## config.mk

```make
export PLATFORM = sky130hd
export DESIGN_NAME = dmem_arbiter
export DESIGN_NICKNAME = d
export VERILOG_FILES = /design/src/rtl/dmem_pkg.sv /design/src/rtl/rr_arb2.sv /design/src/rtl/dmem_arbiter.sv
export SDC_FILE = /design/constraint.sdc
export NUM_CORES = 1
export LEC_CHECK = 0
export ABC_AREA = 1
export BUFFER_PORTS_ARGS = -buffer_cell sky130_fd_sc_hd__buf_2
export CAP_MARGIN = 10
export CELL_PAD_IN_SITES_DETAIL_PLACEMENT = 2
export CELL_PAD_IN_SITES_GLOBAL_PLACEMENT = 2
export CORE_UTILIZATION = 16
export CTS_BUF_LIST = sky130_fd_sc_hd__clkbuf_2
export DETAILED_ROUTE_END_ITERATION = 10
export MAX_ROUTING_LAYER = met4
export PLACE_DENSITY = 0.82
export SLEW_MARGIN = 20
export SYNTH_ARGS = -nofsm -noshare
export SYNTH_HDL_FRONTEND = slang
export SYNTH_SLANG_ARGS = --single-unit
```

## constraint.sdc

```tcl
create_clock -name clk -period 1.2 [get_ports clk]
set_input_delay 0 -clock clk [delete_from_list [all_inputs] [get_ports clk]]
set_output_delay 0 -clock clk [all_outputs]
set_load 0.005 [all_outputs]
```

## src/rtl/dmem_pkg.sv

```systemverilog
// rtl/dmem_pkg.sv - shared types and memory map for the data-memory arbiter
//
// Purpose: state encoding, memory size default and memory-map constants
// used by dmem_arbiter and the bridge.
// Ports: none (package).

package dmem_pkg;

  typedef enum logic [1:0] {
    IDLE  = 2'd0,
    ISSUE = 2'd1,
    RESP  = 2'd2
  } arb_state_t;

  // Size of the on-chip data memory in bytes.
  localparam int MEM_BYTES_DEFAULT = 2048;

  // Memory map seen by the bridge.
  localparam logic [31:0] DMEM_BASE = 32'h0000_0000;
  localparam logic [31:0] DMEM_LAST = 32'h0000_07FF;
  localparam logic [31:0] LED_ADDR  = 32'h0001_0000;

  // Master indices as carried in the latched owner bit.
  localparam logic OWNER_M0 = 1'b0;
  localparam logic OWNER_M1 = 1'b1;

endpackage

```

## src/rtl/rr_arb2.sv

```systemverilog
// rtl/rr_arb2.sv - two-input round-robin arbiter
//
// Purpose: grants one of two requesters; on a tie the requester that did
// not win last time is granted. The last winner is remembered internally
// and only updated when update_en is high and a grant is issued.
// Ports:
//   clk        in   clock, rising edge
//   rst        in   synchronous active-high reset (last winner := m1)
//   req[1:0]   in   request vector, bit 0 = m0, bit 1 = m1
//   update_en  in   commit this cycle's grant as the new last winner
//   grant[1:0] out  one-hot grant (all zero when no request)

module rr_arb2 (
  input  logic       clk,
  input  logic       rst,
  input  logic [1:0] req,
  input  logic       update_en,
  output logic [1:0] grant
);

  // 1 = m1 won last; resetting to 1 hands the first tie to m0.
  logic last_owner;

  always_comb begin
    grant = 2'b00;
    case (req)
      2'b01:   grant = 2'b01;
      2'b10:   grant = 2'b10;
      2'b11:   grant = last_owner ? 2'b01 : 2'b10;
      default: grant = 2'b00;
    endcase
  end

  always_ff @(posedge clk) begin
    if (rst) begin
      last_owner <= 1'b1;
    end else if (update_en && (req != 2'b00)) begin
      last_owner <= grant[1];
    end
  end

endmodule

```

## src/rtl/dmem_arbiter.sv

```systemverilog
// rtl/dmem_arbiter.sv - two-master round-robin arbiter for the data memory
//
// Purpose: serialises accesses from m0 (CPU load/store) and m1 (loader /
// debug) onto one synchronous RAM port. Each access takes IDLE -> ISSUE ->
// RESP; out-of-range addresses complete with err and never strobe memory.
// Optional feature macro: DMEM_ARB_STATS_EN enables the performance
// counters; without it the counter ports are tied to zero.
// Ports:
//   clk, rst                      clock, synchronous active-high reset
//   m*_req/we/addr/wdata          master request, held until ack
//   m*_ack/rdata/err              one-cycle completion with read data/error
//   mem_addr/re/we/wdata          memory command, strobes last one cycle
//   mem_rdata                     RAM read data, one cycle after mem_re
//   cnt_m0/cnt_m1/cnt_conflict    completed accesses per master, tie cycles

import dmem_pkg::*;

module dmem_arbiter #(
  parameter int ADDR_W    = 32,
  parameter int DATA_W    = 32,
  parameter int MEM_BYTES = MEM_BYTES_DEFAULT
) (
  input  logic              clk,
  input  logic              rst,
  input  logic              m0_req,
  input  logic              m0_we,
  input  logic [ADDR_W-1:0] m0_addr,
  input  logic [DATA_W-1:0] m0_wdata,
  output logic              m0_ack,
  output logic [DATA_W-1:0] m0_rdata,
  output logic              m0_err,
  input  logic              m1_req,
  input  logic              m1_we,
  input  logic [ADDR_W-1:0] m1_addr,
  input  logic [DATA_W-1:0] m1_wdata,
  output logic              m1_ack,
  output logic [DATA_W-1:0] m1_rdata,
  output logic              m1_err,
  output logic [ADDR_W-1:0] mem_addr,
  output logic              mem_re,
  output logic              mem_we,
  output logic [DATA_W-1:0] mem_wdata,
  input  logic [DATA_W-1:0] mem_rdata,
  output logic [31:0]       cnt_m0,
  output logic [31:0]       cnt_m1,
  output logic [31:0]       cnt_conflict
);

  // Unsigned full-width limit so huge addresses never alias into range.
  localparam logic [ADDR_W-1:0] MEM_LIMIT = ADDR_W'(MEM_BYTES);

  arb_state_t        state_q, state_d;
  logic              owner_q;
  logic              we_q;
  logic [ADDR_W-1:0] addr_q;
  logic [DATA_W-1:0] wdata_q;

  logic [1:0]        req;
  logic [1:0]        grant;
  logic              in_idle;
  logic              in_range;
  logic              resp_ok_read;
  logic [DATA_W-1:0] resp_data;

  assign req     = {m1_req, m0_req};
  assign in_idle = (state_q == IDLE);

  rr_arb2 u_rr_arb2 (
    .clk       (clk),
    .rst       (rst),
    .req       (req),
    .update_en (in_idle),
    .grant     (grant)
  );

  // State register and request latches.
  always_ff @(posedge clk) begin
    if (rst) begin
      state_q <= IDLE;
      owner_q <= OWNER_M0;
      we_q    <= 1'b0;
      addr_q  <= '0;
      wdata_q <= '0;
    end else begin
      state_q <= state_d;
      if (in_idle && (req != 2'b00)) begin
        owner_q <= grant[1];
        we_q    <= grant[1] ? m1_we    : m0_we;
        addr_q  <= grant[1] ? m1_addr  : m0_addr;
        wdata_q <= grant[1] ? m1_wdata : m0_wdata;
      end
    end
  end

  always_comb begin
    state_d = state_q;
    case (state_q)
      IDLE:    if (req != 2'b00) state_d = ISSUE;
      ISSUE:   state_d = RESP;
      RESP:    state_d = IDLE;
      default: state_d = IDLE;
    endcase
  end

  // Everything below decodes registered state only, so no req-to-output path.
  assign in_range     = (addr_q < MEM_LIMIT);
  assign resp_ok_read = (state_q == RESP) && in_range && !we_q;
  assign resp_data    = resp_ok_read ? mem_rdata : '0;

  assign mem_addr  = addr_q;
  assign mem_wdata = wdata_q;
  assign mem_re    = (state_q == ISSUE) && in_range && !we_q;
  assign mem_we    = (state_q == ISSUE) && in_range &&  we_q;

  assign m0_ack   = (state_q == RESP) && (owner_q == OWNER_M0);
  assign m1_ack   = (state_q == RESP) && (owner_q == OWNER_M1);
  assign m0_err   = m0_ack && !in_range;
  assign m1_err   = m1_ack && !in_range;
  assign m0_rdata = (owner_q == OWNER_M0) ? resp_data : '0;
  assign m1_rdata = (owner_q == OWNER_M1) ? resp_data : '0;

`ifdef DMEM_ARB_STATS_EN
  logic [31:0] cnt_m0_q, cnt_m1_q, cnt_conflict_q;

  always_ff @(posedge clk) begin
    if (rst) begin
      cnt_m0_q       <= '0;
      cnt_m1_q       <= '0;
      cnt_conflict_q <= '0;
    end else begin
      if (m0_ack) cnt_m0_q <= cnt_m0_q + 32'd1;
      if (m1_ack) cnt_m1_q <= cnt_m1_q + 32'd1;
      if (in_idle && m0_req && m1_req) cnt_conflict_q <= cnt_conflict_q + 32'd1;
    end
  end

  assign cnt_m0       = cnt_m0_q;
  assign cnt_m1       = cnt_m1_q;
  assign cnt_conflict = cnt_conflict_q;
`else
  assign cnt_m0       = 32'd0;
  assign cnt_m1       = 32'd0;
  assign cnt_conflict = 32'd0;
`endif

endmodule

```

==> impl_metrics.yaml <==
timing:
  grt_setup_unrepaired: "true"
  min_period_over_period_pct: 190.0
  finalClockSkew_ps: 39.23
  finalSetupViolCount: 141
  report.final.slew_viol_count: 0
  fin_ws_ps: -1080
  timing.final.crit_period_ps: 2280
  hold_viol_final: 0
  fmax_ghz: 0.4387
synth:
  synth_common_cells: "nand2_1 (142), buf_4 (99), nor2_1 (82), dfxtp_1 (69), a31oi_1 (65)"
  yosysUniqueCellTypes: 23
  yosysSeqAreaShare_pct: 31.32
  synth_ff_type: "dfxtp_1"
  synth_most_common_cell: "nand2_1"
  synth-edff-count: 0
  syn_area_um2: 4410
  synth.area.top_cells: "dfxtp_1 (31%), buf_4 (17%), nand2_1 (12%), a31oi_1 (9.2%), o21ai_0 (7.3%)"
  async_flop_share_pct: 0
  netlist.area_leader.share_pct: 31.32
  yosysTopAreaCell: "dfxtp_1"
  ys.warnings.count: 0
  avgSynthCellArea_um2: 7.091
  synth_seq_cells: 69
  syn_inst: 622
outcome:
  outcome: "complete, but fails checks"
  violations: "negative setup slack"
global_routing:
  grt_overflow: 0
  grt_pass1_vias: 7088
  gr-usage-all-layers_pct: 20.86
  grt_max_degree: 39
  grt_pass1_wl_um: 42810
  grt_antenna_before_repair: 4
clocking:
  cts_buffers: 9
  tritoncts: "yes"
  clkTransAtPathRegs_ps: 280
  numClockSinks: 69
  cts.htree.levels: 3
  clock_insertion_delay_worst_skew_ps: 580
  cts_buffer_depth: 2
  cts-root-buf: "clkbuf_2"
worst_setup_path:
  critPathKind: "register to output port"
  crit_chain: "nor2_1 > nand2_1 > nor2_2 > nand2_2 > nor2_8 > buf_12 > clkbuf_16 > nand3_2 > nor2_1 > buf_2"
  critical_path.max_fanout: 7
  slowest_delay_ps: 410
  startpoint_type: "register"
  cp_slowest_cell: "dfxtp_4"
  crit_path_end_kind: "output port"
  required_ps: 1200
  critical_path_arrival_ps: 2280
  cp_common_cell: "nor2_1"
floorplanning:
  core_um2: 27030
  dieArea_um2: 28230
  die_width_um: 168.0
  top_level_ports: 396
  start_util_pct: 16.32
  std_cell_rows: 60
  die_h_um: 168.0
detailed_routing:
  vias: 6309
  drtPass1Iterations: 4
  drt-initial-drc-count: 148
  wl_per_cell_um: 21.03
  route.detailed.vias_per_inst: 4.269
  wirelength_um: 31090
  ant_nets: 0
  route.detailed.drc: 0
placed_design:
  gp_congestion: 0.7238
  port_buffers: 299
  dp_hpwl_um: 14710
  post-place-cells: 1255
power_and_ir_drop:
  p_per_area_nw_per_um2: 873.2
  ir_drop_mv: 0.4115
  p_leak_nw: 4.588
  power_mw: 8.523
run:
  maxCapViolCount: 0
final_layout:
  layout.cells.non_filler: 1478
  multi_input_area_um2: 3105
  area_growth_pct: 121.3
  final_nets: 1294
  drive_above_1_share_pct: 56.58
  layout.area.seq_um2: 1469
  fillers: 3022
hold_path:
  hold_path_class: "input pin to register"
==> stage by stage <==
step | worst slack, ps | cell area (um^2) | hold WS (ps) | util [%] | setup TNS (ps)
after floorplan | 51.44 | 4767 | 69.07 | - | 0
final | -1080 | 9761 | 182.8 | 36.12 | -77960
after global routing | -1262 | 9761 | 99.48 | 36.12 | -99700
after global placement | -327.6 | 6157 | 227.5 | 22.78 | -20120
after CTS | -1094 | 9039 | 73.02 | 33.44 | -110360
after detailed placement | -380.9 | 6157 | 232.6 | 22.78 | -25460
==> critical path, delay by kind of cell, from the launching register on <==
family,cells,cell delay [ps]
and+or+nand+nor,7,830
DFF,1,410
buffers and inverters,3,450
==> flip-flops by register name, indices dropped and copies added, names as in the netlist <==
name	flops
mem_addr	32
mem_wdata	32
owner_q	1
state_q	2
u_rr_arb2.last_owner	1
we_q	1
==> worst paths after layout <==
kind	startpoint	to	slack, ps	cells after the start
setup / recovery	mem_addr[25]	m1_rdata[11]	-1080	10
hold / removal	m1_addr[8]	mem_addr[8]	180	4
setup reg to reg	state_q[0]	mem_wdata[12]	-280	9
hold reg to reg	state_q[1]	state_q[1]	470	1
==> cell families (layout without fill, tap and decap cells) <==
group,after synthesis,after routing,synth area share [%]
AO/OA/AOI/OAI,131,131,16.71
other,1,100,0.08502
flip-flops,69,69,31.32
AND/OR/NAND/NOR,264,264,27.91
buffers and inverters,157,573,23.97
==> layout make-up <==
class,instances,area share [%]
diodes,4,0.1026
clock buffers,9,0.4615
multi-input cells,491,31.82
well taps,341,4.371
inverters,13,0.6025
clock inverters,7,0.7563
flip-flops and latches,69,15.05
repair buffers,544,46.84
==> cells in the final DEF, fill, tap and decap left out, types with 2 or more instances in the layout <==
cell / n
buf_2: 270
nand2_1: 137
dlygate4sd3_1: 133
conb_1: 96
nor2_1: 61
dfxtp_2: 55
buf_6: 52
o21ai_2: 47
a31oi_1: 46
buf_4: 45
nand3_2: 28
buf_12: 24
nor2_2: 17
o21ai_4: 16
a31oi_4: 14
buf_16: 11
clkbuf_2: 9
dfxtp_1: 9
inv_1: 8
nand3_4: 6
nor2_4: 5
a31oi_2: 5
dfxtp_4: 5
buf_8: 5
diode_2: 4
nand2_4: 4
inv_2: 3
nand2_2: 3
clkbuf_16: 3
o21ai_1: 2
clkinv_4: 2
clkinv_2: 2
==> power by group <==
| part | internal [mW] | total (mW) | switching, mW |
|---|---|---|---|
| sequential | 2.62 | 2.86 | 0.245 |
| combinational | 2.14 | 4.10 | 1.96 |
| clock | 0.488 | 1.56 | 1.08 |
==> layer usage <==
metal / up-vias / track usage (%) / share of wire (%)
met4: 0 / 7.898 / 3.7
li1: 2886 / - / -
met1: 3062 / 19.07 / 34
met2: 293 / 42.26 / 58
met3: 68 / 3.667 / 4.6
met5: - / - / 0
==> repair_timing <==
item	in CTS	in global routing
endpoints found under the setup margin	161	188
endpoints found under the hold margin	69	0
hold buffers	133	0
cloned	22	3
resized for setup	230	177
buffers inserted	27	48
pin swaps	12	20
Power figures use the tool's default switching activity.
